**config.mk**
```make
export PLATFORM = sky130hd
export DESIGN_NAME = exception_controller
export DESIGN_NICKNAME = d
export VERILOG_FILES = /design/src/rtl/exc_pkg.sv /design/src/rtl/int_synchronizer.sv /design/src/rtl/exception_controller.sv
export SDC_FILE = /design/constraint.sdc
export NUM_CORES = 1
export LEC_CHECK = 0
export ABC_AREA = 1
export ABC_CLOCK_PERIOD_IN_PS = 2000
export BUFFER_PORTS_ARGS = -buffer_cell sky130_fd_sc_hd__buf_4
export CORE_AREA = 2 2 83 85
export DETAILED_ROUTE_END_ITERATION = 10
export DIE_AREA = 0 0 85 87
export PLACE_DENSITY = 0.81
export REMOVE_ABC_BUFFERS = 1
export SLEW_MARGIN = 20
export SYNTH_ARGS = -nofsm -noshare
export SYNTH_HDL_FRONTEND = slang
export SYNTH_SLANG_ARGS = --single-unit
```
**constraint.sdc**
```tcl
create_clock -name clk -period 2 [get_ports clk]
set_clock_uncertainty 0.2 [all_clocks]
set_input_delay 0.2 -clock clk [delete_from_list [all_inputs] [get_ports clk]]
set_output_delay 0.2 -clock clk [all_outputs]
set_load 0.05 [all_outputs]
```
**src/rtl/exc_pkg.sv**
```systemverilog
// Shared constants, state encoding and Cause packing for the exception controller.
package exc_pkg;

    localparam int          IP_WIDTH           = 6;
    localparam logic [31:0] HANDLER_PC_DEFAULT = 32'h0000_4180;

    localparam logic [4:0] EXC_INT  = 5'd0;
    localparam logic [4:0] EXC_ADEL = 5'd4;
    localparam logic [4:0] EXC_ADES = 5'd5;
    localparam logic [4:0] EXC_RI   = 5'd10;
    localparam logic [4:0] EXC_OV   = 5'd12;

    localparam int BD_POS  = 31;
    localparam int IP_MSB  = 15;
    localparam int IP_LSB  = 10;
    localparam int EXC_MSB = 6;
    localparam int EXC_LSB = 2;
    localparam int EXL_POS = 1;
    localparam int IE_POS  = 0;

    typedef enum logic [1:0] {
        RUN       = 2'd0,
        DRAIN_IN  = 2'd1,
        HANDLER   = 2'd2,
        DRAIN_OUT = 2'd3
    } state_t;

    function automatic logic [31:0] pack_cause(input logic bd,
                                               input logic [IP_WIDTH-1:0] ip,
                                               input logic [4:0] exc);
        logic [31:0] c;
        c                   = '0;
        c[BD_POS]           = bd;
        c[IP_MSB:IP_LSB]    = ip;
        c[EXC_MSB:EXC_LSB]  = exc;
        return c;
    endfunction

endpackage

```
**src/rtl/int_synchronizer.sv**
```systemverilog
// Two-flop per-bit synchronizer for device interrupt lines; only built when
// HW_INT_SYNC_EN is defined.
`ifdef HW_INT_SYNC_EN
module int_synchronizer #(
    parameter int WIDTH = 6
) (
    input  logic             clk,
    input  logic             reset,
    input  logic [WIDTH-1:0] d,
    output logic [WIDTH-1:0] q
);

    logic [WIDTH-1:0] meta;

    always_ff @(posedge clk) begin
        if (!reset) begin
            meta <= '0;
            q    <= '0;
        end else begin
            meta <= d;
            q    <= meta;
        end
    end

endmodule
`endif

```
**src/rtl/exception_controller.sv**
```systemverilog
// Exception/interrupt arbiter in front of CP0: writes Cause/EPC/EXL, flushes and
// redirects fetch. Define HW_INT_SYNC_EN to put a two-flop synchronizer on hw_int.
module exception_controller
    import exc_pkg::*;
#(
    parameter logic [31:0] HANDLER_PC   = HANDLER_PC_DEFAULT,
    parameter int          HW_INT_WIDTH = IP_WIDTH
) (
    input  logic                    clk,
    input  logic                    reset,
    input  logic [HW_INT_WIDTH-1:0] hw_int,
    input  logic [31:0]             sr_value,
    input  logic [31:0]             epc_value,
    input  logic                    m_valid,
    input  logic [31:0]             m_pc,
    input  logic [4:0]              m_exc_code,
    input  logic                    m_bd,
    input  logic                    m_eret,
    output logic [31:0]             cause_wdata,
    output logic                    cause_we,
    output logic [31:0]             epc_wdata,
    output logic                    epc_we,
    output logic                    exl_set,
    output logic                    exl_clr,
    output logic                    flush,
    output logic                    redirect,
    output logic [31:0]             redirect_pc
);

    state_t                  state, state_next;
    logic [HW_INT_WIDTH-1:0] ip_src, ip, cause_ip;
    logic                    held_bd;
    logic [4:0]              held_exc;
    logic                    int_req, take;
    logic                    unused_sr;

`ifdef HW_INT_SYNC_EN
    int_synchronizer #(.WIDTH(HW_INT_WIDTH)) u_sync (
        .clk   (clk),
        .reset (reset),
        .d     (hw_int),
        .q     (ip_src)
    );
`else
    assign ip_src = hw_int;
`endif

    assign int_req   = (|(ip & sr_value[IP_MSB:IP_LSB])) & sr_value[IE_POS] & ~sr_value[EXL_POS];
    assign unused_sr = ^{sr_value[31:16], sr_value[9:2]};

    // NOTE: sequential state uses non-blocking assignments so every flop samples
    // pre-edge values regardless of statement order.
    always_ff @(posedge clk) begin
        if (!reset) begin
            state    <= RUN;
            ip       <= '0;
            cause_ip <= '0;
            held_bd  <= 1'b0;
            held_exc <= '0;
        end else begin
            state <= state_next;
            ip    <= ip_src;
            // Mirror whatever was written to Cause so refreshes keep BD/ExcCode.
            if (cause_we) begin
                cause_ip <= cause_wdata[IP_MSB:IP_LSB];
                held_bd  <= cause_wdata[BD_POS];
                held_exc <= cause_wdata[EXC_MSB:EXC_LSB];
            end
        end
    end

    // NOTE: every output gets a default before any branch so no latch is inferred.
    always_comb begin
        state_next  = state;
        take        = 1'b0;
        cause_wdata = '0;
        cause_we    = 1'b0;
        epc_wdata   = '0;
        epc_we      = 1'b0;
        exl_set     = 1'b0;
        exl_clr     = 1'b0;
        flush       = 1'b0;
        redirect    = 1'b0;
        redirect_pc = HANDLER_PC;

        if (reset) begin
            case (state)
                RUN, HANDLER: begin
                    // Interrupts only compete in RUN; exceptions win over ERET.
                    if (m_valid && (m_exc_code != EXC_INT || (state == RUN && int_req))) begin
                        take        = 1'b1;
                        cause_we    = 1'b1;
                        cause_wdata = pack_cause(m_bd, ip, m_exc_code);
                        flush       = 1'b1;
                        redirect    = 1'b1;
                        state_next  = DRAIN_IN;
                        if (state == RUN) begin
                            epc_we    = 1'b1;
                            epc_wdata = m_bd ? (m_pc - 32'd4) : m_pc;
                            exl_set   = 1'b1;
                        end
                    end else if (m_valid && m_eret) begin
                        exl_clr     = 1'b1;
                        flush       = 1'b1;
                        redirect    = 1'b1;
                        redirect_pc = epc_value;
                        state_next  = DRAIN_OUT;
                    end
                    if (!take && ip != cause_ip) begin
                        cause_we    = 1'b1;
                        cause_wdata = pack_cause(held_bd, ip, held_exc);
                    end
                end
                DRAIN_IN:  state_next = HANDLER;
                DRAIN_OUT: state_next = RUN;
                default:   state_next = RUN;
            endcase
        end
    end

endmodule
```
# ---- Word level (Yosys, flattened, before mapping)
# Index checks and enable logic that the tools add are counted.
dict set report word_totals {
  output_inout_bits 102
  wordCells 58
  register_bits 20
}
dict set report classes {
  add_sub_neg 1
  bitwise 4
  n_eq_ne 5
  n_mux 33
  n_reduce_logical 10
}
# cell count
set ops {}
lappend ops {{32-bit two-way mux} 13}
lappend ops {{32-bit by 3-bit subtractor with 32-bit output, second input constant} 1}
lappend ops {{1-bit two-way mux} 17}
lappend ops {{6-bit bitwise AND} 1}
lappend ops {{6-bit inequality test} 1}
lappend ops {{2-bit case mux with 3 select lines} 1}
lappend ops {{6-bit OR reduction} 1}
lappend ops {{5-bit nonzero test} 1}
lappend ops {{2-bit equality test, second input constant} 2}
lappend ops {{1-bit logical AND} 4}
lappend ops {{2-bit two-way mux} 2}
lappend ops {{3-bit inequality test, second input constant} 1}
lappend ops {{1-bit bitwise AND} 2}
lappend ops {{2-bit by 1-bit equality test with 1-bit output, second input constant} 1}
lappend ops {{2-bit zero test} 1}
lappend ops {{2-bit OR reduction} 1}
lappend ops {{1-bit zero test} 1}
lappend ops {{1-bit logical OR} 1}
lappend ops {{1-bit NOT} 1}

# ---- Depth between registers and ports, before layout
# Gate-level depths: netlist of run 1.
dict set report depth {
  word_depth 15
  depth_mapped 13
  depth_no_buf 13
}

# ---- Least setup slack after synthesis of run 1
# No wires, ideal clock.
dict set report synth_path {
  path_type {reg-to-output}
  startpoint {reg state[0]}
  endpoint {out redirect_pc[22]}
  path_slack_ns -0.728
  path_stages_with_launch 10
  required_ns 1.600
  t_arrival_ns 2.328
  cell_sequence {dfxtp_1 inv_2 nand2_2 nor3_2 nand2_1 nand2_2 nor3_2 inv_2 buf_2 nor2_1}
}
dict set report synth_via {
  elab_chain_len 7
  elab_cells_between_ends 9
  cone_classes {eq/ne (1); mux (3); reduce/logical (5)}
}
# item line
set synth_rtl {}
lappend synth_rtl {{from (decl)} exception_controller.sv:30} ;# state_t state, state_next;
lappend synth_rtl {{from (signal assigned)} exception_controller.sv:61} ;# state <= state_next;
lappend synth_rtl {{2-bit zero test} {exception_controller.sv:87, exception_controller.sv:90}}
lappend synth_rtl {{1-bit logical AND} exception_controller.sv:90} ;# if (m_valid && (m_exc_code != EXC_INT || (state == RUN && int_req))) begin
lappend synth_rtl {{1-bit logical OR} exception_controller.sv:90}
lappend synth_rtl {{1-bit logical AND} exception_controller.sv:90}
lappend synth_rtl {{32-bit two-way mux} exception_controller.sv:90}
lappend synth_rtl {{32-bit two-way mux *} exception_controller.sv:87} ;# case (state)
lappend synth_rtl {{32-bit two-way mux *} exception_controller.sv:86} ;# if (reset) begin
lappend synth_rtl {{to (decl)} exception_controller.sv:27} ;# output logic [31:0] redirect_pc
# Mark *: on every way between the ends. The rest lies on a longest branch, timed or not.

# ---- Worst setup path in the final report of run 1
dict set report layout_path {
  startpoint {reg state[0]}
  endpoint {out epc_wdata[25]}
}
dict set report layout_via {
  elab_chain_len 7
  elab_cells_between_ends 10
  cone_classes {eq/ne (1); mux (4); reduce/logical (5)}
}
# item line
set layout_rtl {}
lappend layout_rtl {{2-bit zero test} {exception_controller.sv:87, exception_controller.sv:90, exception_controller.sv:97}}
lappend layout_rtl {{1-bit logical AND} exception_controller.sv:90}
lappend layout_rtl {{1-bit logical OR} exception_controller.sv:90}
lappend layout_rtl {{1-bit logical AND} exception_controller.sv:90}
lappend layout_rtl {{32-bit two-way mux} exception_controller.sv:90}
lappend layout_rtl {{32-bit two-way mux *} exception_controller.sv:87}
lappend layout_rtl {{32-bit two-way mux *} exception_controller.sv:86}
lappend layout_rtl {{to (decl)} exception_controller.sv:21} ;# output logic [31:0] epc_wdata,
# Marked as above.

==> results of run 1 <==
[cells in the mapped netlist, types with 7 or more instances]
library cell   n
a21oi_1        8
a21oi_2        7
buf_4         22
dfxtp_1       20
inv_1         74
nand2_1       74
nand2_2        8
nand3_1       28
nor2_1        99
nor2_2         8
o21ai_0        7
xor2_1        18
[cell families (layout without fill, tap and decap cells)]
family,after synthesis,in the layout
AOI/OAI and AO/OA,27,27
xor gates and xnor gates,24,24
adders and majority gates,1,1
buffers and inverters,111,320
DFF,20,20
other,1,20
and+or+nand+nor,245,245
[flip-flops by register name (all words and copies together) (netlist names)]
signal    count
held_exc      5
ip            6
held_bd       1
state         2
cause_ip      6
[metal layers]
metal | up-vias | global-route usage | part of all wire
met5 | - | 0 | 0
met4 | 0 | 0.0678 | 0.034
met3 | 35 | 0.0578 | 0.076
met2 | 192 | 0.493 | 0.55
met1 | 1622 | 0.263 | 0.34
li1 | 1698 | - | -
[final timing paths]
check	startpoint	end
max	state[0]$_SDFFE_PN0P_	epc_wdata[25]
min reg2reg	held_exc[4]$_SDFFE_PN0P_	held_exc[4]$_SDFFE_PN0P_
max reg2reg	ip[5]$_SDFF_PN0_	cause_ip[5]$_SDFFE_PN0P_
min	m_exc_code[0]	held_exc[0]$_SDFFE_PN0P_
[stage by stage]
stage / std cells / setup WS [ns] / setup TNS (ns) / instance area [um^2] / util
floorplan: 416 / -1.22 / -65.01 / 2300 / -
global placement: 705 / -0.113 / -1.05 / 4000 / 0.609
detailed placement: 705 / -0.152 / -2.48 / 4000 / 0.609
CTS: 732 / -0.321 / -20.37 / 4890 / 0.744
global route: 737 / -0.489 / -34.85 / 5270 / 0.802
finish: 737 / -0.370 / -25.19 / 5270 / 0.802
[worst max-delay path: stages, from the launching register on]
cell and delay [ns]:
dfxtp_2 0.33, inv_2 0.06, nand2_2 0.07, nor3_2 0.13
nand2_2 0.11, nand2_4 0.08, buf_6 0.11, nand2_8 0.05
nor3_4 0.14, buf_4 0.18, o21ai_0 0.09, nor2_1 0.17
buf_6 0.19
[power by group]
part | leakage, nW | internal (mW) | switching (mW)
clock network | 0.0357 | 0.267 | 0.145
registers | 0.166 | 0.427 | 0.0217
logic | 2.45 | 0.427 | 0.636
total | 2.66 | 1.12 | 0.802
[final cells by class]
class,count,area share
inverters,79,0.0603
flip-flops and latches,20,0.0769
multi-input cells,317,0.395
well taps,80,0.0190
repair buffers,236,0.431
clock buffers,3,0.00783
repair inverters,1,0.00380
clock inverters,1,0.00570
[what timing repair did]
action,4_1_cts,5_1_grt
pin swaps,1,12
setup buffers,15,4
gates cloned,2,1
gates resized for setup,164,92
hold endpoints to repair,6,0
setup endpoints to repair,81,95
hold buffers,6,0
==> run metrics, run 1 <==
failing checks negative setup slack; Startpoint Class flip-flop; pin count of the biggest net entering global routing 18; RSZ-0062 raised after global routing yes; initial drt markers 86; area delta synth->final 113%; cell taking the most area after synthesis dfxtp_1; top_reg_cell synth dfxtp_1; post-DP HPWL approximately 6600 um; gp weighted congestion ~0.88; register area just over 400 um^2; post-layout min period 2.37 ns; commonest non-fill, non-tap cell in the layout buf_4; Worst-Skew Late Latency ~0.26 ns; clock buffer depth 2; Num CTS Buffers 3; Multi-input gate area between 0.002 and 0.0025 mm^2; syn avg cell area between 5 and 6 um^2; WL final roughly 11,000 um; mux cell area share after synthesis 0; row cnt 30; die area about 0.0074 mm^2; fin crit share 1.18; most frequent cells in the layout buf_4 (139), nor2_1 (66), buf_6 (64); DRC 0; main combinational cell family by area after synthesis simple AND/OR/NAND/NOR gates; fmax approximately 420 MHz; Synth Warn # 0; worst min-delay path class input port to flip-flop; CTS tree built; gr ovfl total 0; hold_ws about 0.084 ns; DR WL/cell around 14 um; DIE HEIGHT 87 um; PwrDens 365 mW/mm^2; antenna cell count 0; vias in the first global route 3,401; Root Buffer clkbuf_8; H-tree levels 1; reg2reg setup slack -0.13 ns; Synth Area in Adders 0.00505; Worst Hold Path Cells 5; CP Max Fanout 4; Vias/cell a little under 5; CTS sink cnt 20; Post-synth EDFFs 0; fraction of the mapped netlist area in simple logic gates 0.459; total track usage 0.250; fillers between 400 and 500; result of the run complete, but fails checks; Power, Total 1.92 mW; Async SR Flop Fraction 0; maxcap violations 0; Clk pin slew, worst setup/hold paths roughly 0.080 ns; nets 771; Seq/Total Area, Yosys 0.162; Critical Path End Type output pin; final hold vios 0; Synth Instances 429; CP Data Arrival Time 1.97 ns; number of synthesized register bits 20; first-pass GRT wire length ~15,000 um; total number of vias between 3,000 and 4,000; Mapped Area between 0.002 and 0.0025 mm^2; post-synth top area share 0.162; antenna violations before repair 0; P_leak ~2.7 nW; reg2reg path depth 16; IO Port Bufs 169; Die Width between 80 and 90 um; Yosys cell types 36; Antenna Nets Post-Route 0; Critical Path RT about 1.6 ns; I/O Pins between 200 and 250; Worst Setup Path Type flip-flop to output pin; Synth Area in Compound Gates 0.0702; core area 0.00657 mm^2; Initial Utilization 0.377; drt pass-1 iters 4; Max rail drop VDD between 400 and 500 uV; Setup Viol. Count Final 94; Synth Area in XOR/XNOR 0.0848; fraction of layout cells with a size suffix above 1 0.556; setup ws final -0.370 ns; max-slew violations 0; Synth area leaders dfxtp_1 (16%), nor2_1 (15%), inv_1 (11%)
Power figures use the tool's default switching activity.
==> inputs of run 2 (changes only) <==
==> constraint.sdc (replaced) <==
create_clock -name clk -period 2 [get_ports clk]
set_clock_uncertainty 0.2 [all_clocks]
set_input_delay 0 -clock clk [delete_from_list [all_inputs] [get_ports clk]]
set_output_delay 0 -clock clk [all_outputs]
set_load 0.05 [all_outputs]
==> run 2 against run 1 <==
- the flow still finishes with violations (negative setup slack)
- total power is 7.0% lower
- critical endpoint is now epc_wdata[23]
- global-route usage is 3.4 points lower
- final area shrank 11%
- non-clock buffer count down 22
- clock power up 1%
- fmax grew 16%
- largest power group unchanged
- cell count is 2.6% lower
- die area stayed put
==> run metrics, run 2 (synthesis gave the netlist of run 1 again) <==
Power, Total around 1.8 mW; Critical Path End Type output pin; Setup Viol. Count Final 41; DRC 0; clock buffer depth 2; Antenna Nets Post-Route 0; initial drt markers 85; DIE HEIGHT a little under 90 um; post-DP HPWL approximately 6200 um; WL final 9250 um; hold_ws about 0.12 ns; die area 0.00740 mm^2; first-pass GRT wire length 13,500 um; fin crit share 1.02; maxcap violations 0; row cnt 30; cell repeated most along the worst path nand2_1; placed cell areas about 0.0037 mm^2; fillers roughly 510; gp weighted congestion 0.905; Worst-Skew Late Latency between 0.2 and 0.3 ns; fin cells just over 700; final hold vios 0; Setup TNS -0.969 ns; failing checks negative setup slack; final instance area approximately 0.0047 mm^2; P_leak 2.44 nW; Die Width ~85 um; crit path cell chain nand2_1 > nand2_1 > inv_1 > nand2_1 > nand2_1 > nand2_2 > nand2_4 > nor3_4 > buf_6 > inv_12 > a21oi_2 > buf_6; Vias/cell about 4.7; Clk pin slew, worst setup/hold paths roughly 0.090 ns; total number of vias 3,370; drt pass-1 iters 4; PwrDens between 300 and 400 mW/mm^2; RSZ-0062 raised after global routing yes; fmax about 490 MHz; worst min-delay path class input port to output pin; max-slew violations 0; setup ws final -0.0489 ns; pin count of the biggest net entering global routing 31; dpl ws just under 0.1 ns; fraction of layout cells with a size suffix above 1 0.467; antenna cell count 0; total track usage 0.216; nets about 750; Placed Cells 668; Startpoint Class flip-flop; most frequent cells in the layout buf_4 (112), buf_6 (75), nand2_1 (70), inv_1 (70), nor2_1 (64); Critical Path RT about 1.8 ns; DR WL/cell ~13 um; core area roughly 0.0066 mm^2; CP Data Arrival Time roughly 1.9 ns; IO Port Bufs 169; Initial Utilization 0.377; CTS tree built; CP max stage delay about 0.35 ns; Worst Setup Path Type flip-flop to output pin; Final Core Density 0.714; CTS sink cnt 20; CP Max Fanout 30; I/O Pins between 200 and 250; Largest regs cause_ip x6, ip x6, held_exc x5; post-layout min period ~2 ns; CP max-delay cell dfxtp_2; commonest non-fill, non-tap cell in the layout buf_4; Max rail drop VDD about 420 uV; Num CTS Buffers 3; antenna violations before repair 0; area delta synth->final 89.4%; vias in the first global route about 3,000; result of the run complete, but fails checks; gr ovfl total 0; H-tree levels 1; Root Buffer clkbuf_8
[run 2: cell count changes in the layout (fill, tap and decap cells not counted), moves of 8 or more]
cell | previous run | this run
nor2_4 | 30 | 8
inv_1 | 62 | 70
buf_8 | 21 | 4
nand3_1 | 14 | 24
nor2_2 | 15 | 39
dlygate4sd3_1 | 6 | 23
nand2_1 | 61 | 70
buf_6 | 64 | 75
buf_4 | 139 | 112
[run 2: area by class of cell]
| cell class | instances | area (um^2) | area share |
|---|---|---|---|
| tap | 80 | 100 | 0.0213 |
| clock buffer | 3 | 41.3 | 0.00880 |
| inverter | 79 | 323 | 0.0688 |
| timing repair inverter | 3 | 18.8 | 0.00400 |
| clock inverter | 1 | 30.0 | 0.00640 |
| sequential | 20 | 409 | 0.0872 |
| timing repair buffer | 214 | 1980 | 0.421 |
| multi-input combinational | 318 | 1800 | 0.383 |
[run 2: timing repair]
| item | in CTS | in global routing |
|---|---|---|
| pin swaps | 4 | 13 |
| gates cloned | 3 | 1 |
| hold buffers | 23 | 0 |
| buffers inserted | 13 | 6 |
| hold endpoints to repair | 14 | 0 |
| gates resized for setup | 83 | 79 |
| endpoints found under the setup margin | 66 | 81 |
[run 2: worst max-delay path, delay by kind of cell (launching register included)]
kind / cells / cell delay [ns]
buffers and inverters: 4 / 0.45
DFF: 1 / 0.35
AOI/OAI and AO/OA: 1 / 0.14
and+or+nand+nor: 7 / 0.61
[run 2: routing by layer]
| layer | up-vias | global-route usage | share of wire |
|---|---|---|---|
| met5 | - | 0 | 0 |
| met4 | 0 | 0.0289 | 0.015 |
| met3 | 14 | 0.0351 | 0.073 |
| met2 | 158 | 0.428 | 0.55 |
| met1 | 1537 | 0.247 | 0.36 |
| li1 | 1661 | - | - |
[run 2: path summary, 6_finish.rpt]
path / from / end / slack [ns] / cells after the start
worst min-delay path: epc_value[7] / redirect_pc[7] / 0.12 / 3
worst max-delay path: ip[0]$_SDFF_PN0_ / epc_wdata[23] / -0.05 / 12
worst max register to register: ip[1]$_SDFF_PN0_ / cause_ip[3]$_SDFFE_PN0P_ / 0.09 / 10
worst min register to register: held_bd$_SDFFE_PN0P_ / held_bd$_SDFFE_PN0P_ / 0.28 / 2
[run 2: report_power, final]
group	total, mW	switching (mW)	internal (mW)
Clock	0.418	0.150	0.267
Combinational	0.926	0.565	0.361
Sequential	0.444	0.0173	0.427
